File: src/rtl/rv_inst_encoder.sv
// miniRV-to-RV32I instruction encoder feeding the IMEM loader write port, with LI expansion.
// Optional RV_ENC_ILLEGAL_NOP_EN: illegal ops write a NOP (0x00000013) instead of nothing.
module rv_inst_encoder #(
   parameter int          ADDR_W      = 16,
   parameter int unsigned BASE_ADDR   = 0,
   parameter int          DEPTH_WORDS = 1024
) (
   input  logic                               clk,
   input  logic                               rst,
   input  logic                               start,
   input  logic                               in_valid,
   output logic                               in_ready,
   input  logic [3:0]                         in_op,
   input  logic [4:0]                         in_rd,
   input  logic [4:0]                         in_rs1,
   input  logic [4:0]                         in_rs2,
   input  logic [31:0]                        in_imm,
   output logic                               wr_en,
   output logic [ADDR_W-1:0]                  wr_addr,
   output logic [31:0]                        wr_data,
   output logic [$clog2(DEPTH_WORDS+1)-1:0]   word_count,
   output logic                               err_full,
   output logic                               err_illegal
);

   localparam int               CW        = $clog2(DEPTH_WORDS + 1);
   localparam logic [ADDR_W-1:0] BASE     = ADDR_W'(BASE_ADDR);
   localparam logic [ADDR_W-1:0] ADDR_STEP = ADDR_W'(4);

   localparam logic [6:0] OPC_REG  = 7'b0110011;
   localparam logic [6:0] OPC_IMM  = 7'b0010011;
   localparam logic [6:0] OPC_LOAD = 7'b0000011;
   localparam logic [6:0] OPC_JALR = 7'b1100111;
   localparam logic [6:0] OPC_STOR = 7'b0100011;
   localparam logic [6:0] OPC_LUI  = 7'b0110111;

   typedef enum logic [3:0] {
      OP_ADD  = 4'd0,
      OP_ADDI = 4'd1,
      OP_LW   = 4'd2,
      OP_LBU  = 4'd3,
      OP_JALR = 4'd4,
      OP_SW   = 4'd5,
      OP_SB   = 4'd6,
      OP_LUI  = 4'd7,
      OP_LI   = 4'd8
   } op_e;

   typedef enum logic {
      S_IDLE,
      S_EMIT2
   } state_e;

   state_e            state;
   logic [ADDR_W-1:0] next_addr;
   logic [31:0]       pend_word;

   logic [31:0] word0;
   logic [31:0] word1;
   logic [1:0]  needed;
   logic        illegal;
   logic        imm_small;
   logic [19:0] li_hi;
   logic        has_room;

   function automatic logic [31:0] enc_r(input logic [4:0] rs2, input logic [4:0] rs1,
                                         input logic [4:0] rd);
      return {7'b0, rs2, rs1, 3'b000, rd, OPC_REG};
   endfunction

   function automatic logic [31:0] enc_i(input logic [11:0] imm, input logic [4:0] rs1,
                                         input logic [2:0] f3, input logic [4:0] rd,
                                         input logic [6:0] opc);
      return {imm, rs1, f3, rd, opc};
   endfunction

   function automatic logic [31:0] enc_s(input logic [11:0] imm, input logic [4:0] rs2,
                                         input logic [4:0] rs1, input logic [2:0] f3);
      return {imm[11:5], rs2, rs1, f3, imm[4:0], OPC_STOR};
   endfunction

   function automatic logic [31:0] enc_u(input logic [19:0] imm, input logic [4:0] rd);
      return {imm, rd, OPC_LUI};
   endfunction

   // Adding 0x800 before the shift only carries into bit 12 when imm[11] is set,
   // which compensates for the sign-extension of the trailing ADDI.
   assign imm_small = (in_imm[31:11] == '0) || (in_imm[31:11] == '1);
   assign li_hi     = in_imm[31:12] + 20'(in_imm[11]);

   always_comb begin
      word0   = '0;
      word1   = '0;
      needed  = 2'd0;
      illegal = 1'b0;
      case (in_op)
         OP_ADD:  begin word0 = enc_r(in_rs2, in_rs1, in_rd); needed = 2'd1; end
         OP_ADDI: begin word0 = enc_i(in_imm[11:0], in_rs1, 3'b000, in_rd, OPC_IMM);  needed = 2'd1; end
         OP_LW:   begin word0 = enc_i(in_imm[11:0], in_rs1, 3'b010, in_rd, OPC_LOAD); needed = 2'd1; end
         OP_LBU:  begin word0 = enc_i(in_imm[11:0], in_rs1, 3'b100, in_rd, OPC_LOAD); needed = 2'd1; end
         OP_JALR: begin word0 = enc_i(in_imm[11:0], in_rs1, 3'b000, in_rd, OPC_JALR); needed = 2'd1; end
         OP_SW:   begin word0 = enc_s(in_imm[11:0], in_rs2, in_rs1, 3'b010); needed = 2'd1; end
         OP_SB:   begin word0 = enc_s(in_imm[11:0], in_rs2, in_rs1, 3'b000); needed = 2'd1; end
         OP_LUI:  begin word0 = enc_u(in_imm[19:0], in_rd); needed = 2'd1; end
         OP_LI: begin
            if (imm_small) begin
               word0  = enc_i(in_imm[11:0], 5'd0, 3'b000, in_rd, OPC_IMM);
               needed = 2'd1;
            end else begin
               word0  = enc_u(li_hi, in_rd);
               word1  = enc_i(in_imm[11:0], in_rd, 3'b000, in_rd, OPC_IMM);
               needed = (in_imm[11:0] != '0) ? 2'd2 : 2'd1;
            end
         end
         default: begin
            illegal = 1'b1;
`ifdef RV_ENC_ILLEGAL_NOP_EN
            word0  = 32'h0000_0013;
            needed = 2'd1;
`endif
         end
      endcase
   end

   // Whole command must fit; a two-word LI is never split across a full IMEM.
   assign has_room = (32'(word_count) + 32'(needed)) <= 32'(DEPTH_WORDS);
   assign in_ready = (state == S_IDLE) && !start;

   always_ff @(posedge clk) begin
      if (rst) begin
         state       <= S_IDLE;
         wr_en       <= 1'b0;
         wr_addr     <= BASE;
         next_addr   <= BASE;
         wr_data     <= '0;
         word_count  <= '0;
         err_full    <= 1'b0;
         err_illegal <= 1'b0;
         pend_word   <= '0;
      end else if (start) begin
         state       <= S_IDLE;
         wr_en       <= 1'b0;
         wr_addr     <= BASE;
         next_addr   <= BASE;
         word_count  <= '0;
         err_full    <= 1'b0;
         err_illegal <= 1'b0;
      end else begin
         wr_en <= 1'b0;
         case (state)
            S_IDLE: begin
               if (in_valid) begin
                  if (illegal)
                     err_illegal <= 1'b1;
                  if (needed != 2'd0) begin
                     if (!has_room) begin
                        err_full <= 1'b1;
                     end else begin
                        wr_en      <= 1'b1;
                        wr_data    <= word0;
                        wr_addr    <= next_addr;
                        next_addr  <= next_addr + ADDR_STEP;
                        word_count <= word_count + CW'(1);
                        if (needed == 2'd2) begin
                           pend_word <= word1;
                           state     <= S_EMIT2;
                        end
                     end
                  end
               end
            end
            S_EMIT2: begin
               wr_en      <= 1'b1;
               wr_data    <= pend_word;
               wr_addr    <= next_addr;
               next_addr  <= next_addr + ADDR_STEP;
               word_count <= word_count + CW'(1);
               state      <= S_IDLE;
            end
            default: state <= S_IDLE;
         endcase
      end
   end

endmodule

File: config.mk
export PLATFORM = sky130hd
export DESIGN_NAME = rv_inst_encoder
export DESIGN_NICKNAME = d
export VERILOG_FILES = /design/src/rtl/rv_inst_encoder.sv
export SDC_FILE = /design/constraint.sdc
export NUM_CORES = 1
export LEC_CHECK = 0
export ABC_AREA = 0
export BUFFER_PORTS_ARGS = -buffer_cell sky130_fd_sc_hd__buf_2
export CAP_MARGIN = 40
export CELL_PAD_IN_SITES_DETAIL_PLACEMENT = 0
export CELL_PAD_IN_SITES_GLOBAL_PLACEMENT = 1
export CORE_ASPECT_RATIO = 0.8
export CORE_MARGIN = 10
export CORE_UTILIZATION = 35
export CTS_CLUSTER_SIZE = 30
export DETAILED_ROUTE_END_ITERATION = 10
export PLACE_DENSITY = 0.76
export SYNTH_ARGS = -nofsm -noshare
export SYNTH_HDL_FRONTEND = slang
export SYNTH_SLANG_ARGS = --single-unit
File: constraint.sdc
create_clock -name clk -period 5.7 [get_ports clk]
set_input_delay 0.285 -clock clk [delete_from_list [all_inputs] [get_ports clk]]
set_output_delay 0.285 -clock clk [all_outputs]
set_load 0.05 [all_outputs]
After elaboration in Yosys (flattened, before gate mapping)
Cells that the tools add are included.
{ "totals": {"latchBits": 0, "out_inout_bits": 63, "register_bits": 111, "word_cells": 78, "in_bits": 55, "mem_count": 0, "ramBits": 0, "romBits": 0} }
{ "op_classes": {"shift": 0, "n_mux": 32, "div_mod_pow": 0, "n_mul": 0, "reduce_logical": 15, "n_eq_ne": 13, "addsub": 4, "n_lt_le_gt_ge": 1, "n_bitwise": 4} }
{ "ops": {"columns": ["operator", "count"], "rows": [
  ["case mux 32 bit (9 select lines)", 1],
  ["two-way mux 32 bit", 6],
  ["two-way mux 16 bit", 6],
  ["case mux 16 bit (2 select lines)", 2],
  ["case mux 32 bit (2 select lines)", 1],
  ["two-way mux 11 bit", 3],
  ["case mux 11 bit (2 select lines)", 1],
  ["equality test 21 bit, second input constant", 1],
  ["logical NOT 21 bit", 1],
  ["adder 20 x 1 -> 20 bit", 1],
  ["adder 16 x 3 -> 16 bit, second input constant", 1],
  ["equality test 4 x 3 -> 1 bit, second input constant", 4],
  ["adder 11 x 2 -> 12 bit", 1],
  ["less-or-equal comparator 12 x 11 -> 1 bit, second input constant", 1],
  ["nonzero test 12 bit", 1],
  ["adder 11 x 1 -> 11 bit, second input constant", 1],
  ["OR reduction 9 bit", 1],
  ["equality test 4 x 2 -> 1 bit, second input constant", 2],
  ["AND reduction 4 bit", 2],
  ["OR reduction 8 bit", 1],
  ["two-way mux 1 bit", 7],
  ["AND reduction 3 bit", 2],
  ["AND reduction 6 bit", 1],
  ["equality test 4 x 1 -> 1 bit, second input constant", 1],
  ["14 further kinds", 20]
]} }

Depth between registers and ports, before layout
{ "depth": {"ltp_word": 10, "mapped_depth": 20, "ltp_nobuf": 17} }

Worst setup path before layout
OpenSTA, ideal clock, no wires.
{ "synth_timing": {"kind": "input port to flip-flop", "from": "input port in_imm[11]", "to": "register wr_data[4]", "arrival_ns": 4.344, "t_required_ns": 5.629, "n_path_buf": 2, "setup_time_ns": 0.071, "slack_ns": 1.285, "path_stages": 19, "path_cell_list": "ha_1 nand4_1 nor4_1 nand3_1 nand2_1 o21ai_0 nand2_1 ha_1 inv_1 fa_1 or2b_2 a221o_1 nor3_1 nand3_1 o21a_1 buf_2 buf_6 or4_1 a21oi_1"} }
{ "synth_via": {"elab_chain_cells": 8, "elab_cells_between_ends": 13, "cone_classes": "1 x add/sub; 1 x order compare; 3 x eq/ne; 3 x mux; 5 x reduce/logical"} }
{ "synth_lines": {"columns": ["item", "line", "text"], "rows": [
  ["start, declared", "17", "input logic [31:0] in_imm,"],
  ["equality test 21 bit, or another cell as far along", "88", "assign imm_small = (in_imm[31:11] == '0) || (in_imm[31:11] == '1);"],
  ["logical OR 1 bit / two-way mux 2 bit (equally long branches)", "88, 112", null],
  ["two-way mux 2 bit (*)", "106", "if (imm_small) begin"],
  ["case mux 2 bit (2 select lines) (*)", "96", "case (in_op)"],
  ["adder 11 x 2 -> 12 bit", "126", "assign has_room = (32'(word_count) + 32'(needed)) <= 32'(DEPTH_WORDS);"],
  ["less-or-equal comparator 12 x 11 -> 1 bit", "126", null],
  ["!= test 2 bit (no line)", null, null],
  ["AND reduction 4 bit (no line) (*)", null, null],
  ["end signal, assigned", "160", "wr_data <= word0;"],
  ["end signal, assigned", "174", "wr_data <= pend_word;"],
  ["end, declared", "20", "output logic [31:0] wr_data,"]
]} }
Every way passes the cells marked *; elsewhere a longest branch is shown, timed or not.
A chain may end at the register's enable or synchronous reset.

Worst setup path in the final report
{ "layout_timing": {"from": "input port in_imm[11]", "to": "register wr_data[22]"} }
{ "layout_via": {"elab_chain_cells": 8, "elab_cells_between_ends": 20, "cone_classes": "2 x add/sub; 1 x order compare; 3 x eq/ne; 9 x mux; 5 x reduce/logical"} }
{ "layout_lines": {"columns": ["item", "line"], "rows": [
  ["equality test 21 bit, or another cell as far along", "88"],
  ["logical OR 1 bit / two-way mux 2 bit (equally long branches)", "88, 112"],
  ["two-way mux 2 bit / two-way mux 32 bit (equally long branches)", "106"],
  ["case mux 2 bit (2 select lines) / case mux 32 bit (9 select lines) (equally long branches)", "96"],
  ["adder 11 x 2 -> 12 bit / two-way mux 32 bit (equally long branches)", "126, 156"],
  ["less-or-equal comparator 12 x 11 -> 1 bit / two-way mux 32 bit (equally long branches)", "126, 155"],
  ["!= test 2 bit (no line) / two-way mux 32 bit (equally long branches)", null],
  ["AND reduction 4 bit (no line) / case mux 32 bit (2 select lines) (equally long branches)", null]
]} }
Several ways; a longest one is shown, not always the timed one. The select of a mux whose other input is x is not followed.

==> impl_results.md <==
- Status: completed
- DRT Wirelength: 19590 µm
- Routed WL per cell: just under 20 µm
- Worst path buffer plus inverter count: 6
- Worst Tran Pin Value: ~0.9 ns
- TritonCTS buffer count: 9
- Setup crit end: wr_data[22]
- Fin crit period: about 4.7 ns
- GRT Overall Usage: a little under a fifth
- Worst R2R Start: word_count[0]
- Syn Std Cell Area: between 5000 and 6000 µm²
- P&R area growth vs syn: 17.54%
- Register bit count reported by yosys: 91
- DRC: 0
- Slew HR: about two fifths
- Worst VDD drop: 0.1523 mV
- Cell taking the most area after synthesis: dfxtp_1
- RSZ-0062 raised after global routing: false
- Die height: approximately 130 µm
- CTS tree: built
- CP delay by family, top: simple AND/OR/NAND/NOR gates
- Fillers: 1570
- Post-synth top area share: around a third
- Crit path kind: in2reg
- R2R cell count: 12
- Antenna violations before repair: 0
- # port buffers: between 100 and 150
- Worst reg-to-reg setup slack: 2.06 ns
- Endpoints failing setup: 0
- RePlAce Congestion: about 0.94
- Synthesis Warnings: 0
- Io pins: between 100 and 150
- Crit share post-route: just over 80%
- Layout net count: approximately 850
- Post-route ant nets: 0
- Most common cell after layout, fill and taps aside: buf_2
- Vias per inst: about 5.6
- Average cell area after synthesis: between 7 and 8 µm²
- Drt pass-1 iters: 5
- Die width: 159.8 µm
- Max Fanout on Critical Path: 33
- Clk_skew: 0.008336 ns
- CP Data Required Time: between 5 and 6 ns
- Slew Limit Fails: 0
- Top post-synthesis cells by area: dfxtp_1 (33%), a21oi_1 (7.3%), nand2_1 (5.3%), mux2i_1 (5.1%), o21ai_0 (4.2%)
- Synth cell types: 74
- 1st-iter DRT viols: about 460
- Setup Fix Bufs, Post-CTS: 0
- CTS resizes: 0
- CP Launch Type: input port
- Critical Path, Cell by Cell: buf_2 > ha_1 > nand4_1 > nor4_1 > buf_4 > nand3_1 > nand2_1 > o21ai_0 > nand2_1 > ha_1 > inv_1 > fa_1 > nor4_1 > xnor2_1 > a21oi_1 > o21a_2 > buf_16 > buf_4 > nor2_1 > buf_4 > a311oi_1
- First-pass GRT wire length: around 31000 µm
- # hold bufs at CTS: 0
- Post-synth EDFFs: 0
- Multi-input gate area: roughly 3300 µm²
- Worst EP arrival: around 5.0 ns
- Std cell rows: 40
- Worst Setup End Kind: register
- Final Non-Filler Cells: 998
- Post-synth ARST share: 0%
- Crit-path most repeated cell: buf_4
- Hold Crit Class: in2reg
- Critical Path Max Stage Delay: approximately 0.58 ns
- Maxcap violations: 0
- H-tree levels: 3
- Placed Instances: 982
- Setup TNS: 0 ns
- # clock sinks: 91
- Worst skew pair latency: about 0.35 ns
- Number of global-route vias before repair: approximately 5300
- Crit path launch: in_imm[11]
- Total congestion overflow: 0
- Root Driver: clkbuf_16
- Top_reg_cell synth: dfxtp_1
- Reg clk slew, reported paths: 0.07 ns
- Core area: ~15000 µm²
- CP max-delay cell: o21a_2
- CTS Buffer Depth: 2
- DR vias: between 5000 and 6000
- Final Hold Viols: 0
- RR Endpoint: wr_data[22]
- Sequential cell area fraction in the yosys report: between 30% and 40%
- PD cells: around 240 nW/µm²
- Layout cells sized above 1: approximately a fifth
- Commonest non-fill, non-tap cells in the layout: buf_2 (115), dfxtp_1 (91), a21oi_1 (80), nand2_1 (78), nor2_1 (54)
- Dpl hpwl: 14820 µm
- Ant. Diodes: 0
- Synth Instances: between 700 and 800
- CP Depth: 21
- Leakage power: around 0.0025 µW
- Starting density of the core: between 30% and 40%
- Largest net degree at the start of global routing: between 40 and 50
- Fmax: roughly 210 MHz
- Area occupied by registers: 1822 µm²
- Die area: around 21000 µm²
-- logic make-up after synthesis --
logic type / share of synthesized area [%]
AOI/OAI and AO/OA: 24.10
xor gates and xnor gates: 3.681
adders and majority gates: 1.966
buffers and inverters: 6.744
DFF: 33.29
muxes: 5.738
other: 0.06852
and+or+nand+nor: 24.42
-- layer usage --
layer | up-vias | part of all wire, % | track usage [%]
li1 | 2719 | - | -
met1 | 2670 | 50 | 26.39
met2 | 188 | 42 | 25.47
met3 | 20 | 6.4 | 4.182
met4 | 0 | 1.0 | 4.786
met5 | - | 0 | 0
-- cell usage after synthesis, types with 8 or more instances --
library cell	count
nor4_1	14
or3_1	15
a311oi_1	8
o21ai_0	46
nand2_1	78
xnor2_1	17
inv_1	21
dfxtp_1	91
nor2_1	54
o31ai_1	13
a21oi_1	80
nand3_1	23
a211oi_1	9
or4_1	9
buf_2	8
clkbuf_1	31
nor3_1	15
mux2i_1	28
-- cell type report --
cell class / count / area share, %
sequential: 91 / 28.32
multi-input combinational: 536 / 51.35
timing repair buffer: 124 / 10.31
tap: 210 / 4.085
clock inverter: 5 / 0.9337
clock buffer: 10 / 3.715
inverter: 22 / 1.284
-- sequential cells by signal, summed over array words and instances (netlist names) --
signal,count
err_illegal,1
wr_addr,14
next_addr,14
word_count,11
pend_word,18
state,1
wr_en,1
wr_data,30
err_full,1
-- stage by stage --
stage	area [µm²]	power, µW	util (%)	hold WS, ns	worst slack [ns]
4_1_cts	6427	1577	42.38	0.1948	1.014
3_3_place_gp	6101	957.0	40.23	0.4381	0.8120
6_report	6432	1568	42.42	0.2056	0.9975
5_1_grt	6432	1635	42.42	0.2256	0.5701
3_5_place_dp	6128	965.3	40.41	0.4441	0.6505
2_1_floorplan	5480	864.2	-	0.4322	1.285
-- report_power, final --
group	leakage, µW	switching, µW	internal, µW
combinational	0.00158	207	85.8
sequential	0.000737	9.70	651
clock	0.000145	262	352
-- worst min path at each step --
stage	startpoint	to	slack, ns	cells after the start
after floorplan	in_rd[0]	pend_word[15]	0.43	2
after global placement	wr_addr[9]	wr_addr[9]	0.44	2
after detailed placement	wr_addr[10]	wr_addr[10]	0.44	2
after CTS	in_rd[3]	pend_word[18]	0.19	3
after global routing	in_rd[3]	pend_word[18]	0.23	3
final	in_rd[3]	pend_word[18]	0.21	3
-- worst register-to-register path, cell delays in order (launching register included) --
cell and delay, ns:
dfxtp_1 0.44, ha_1 0.25, inv_1 0.07, fa_1 0.43, nor4_1 0.42, xnor2_1 0.17, a21oi_1 0.26, o21a_2 0.58
buf_16 0.24, buf_4 0.18, nor2_1 0.05, buf_4 0.20, a311oi_1 0.24
(Power assumes the default switching activity.)
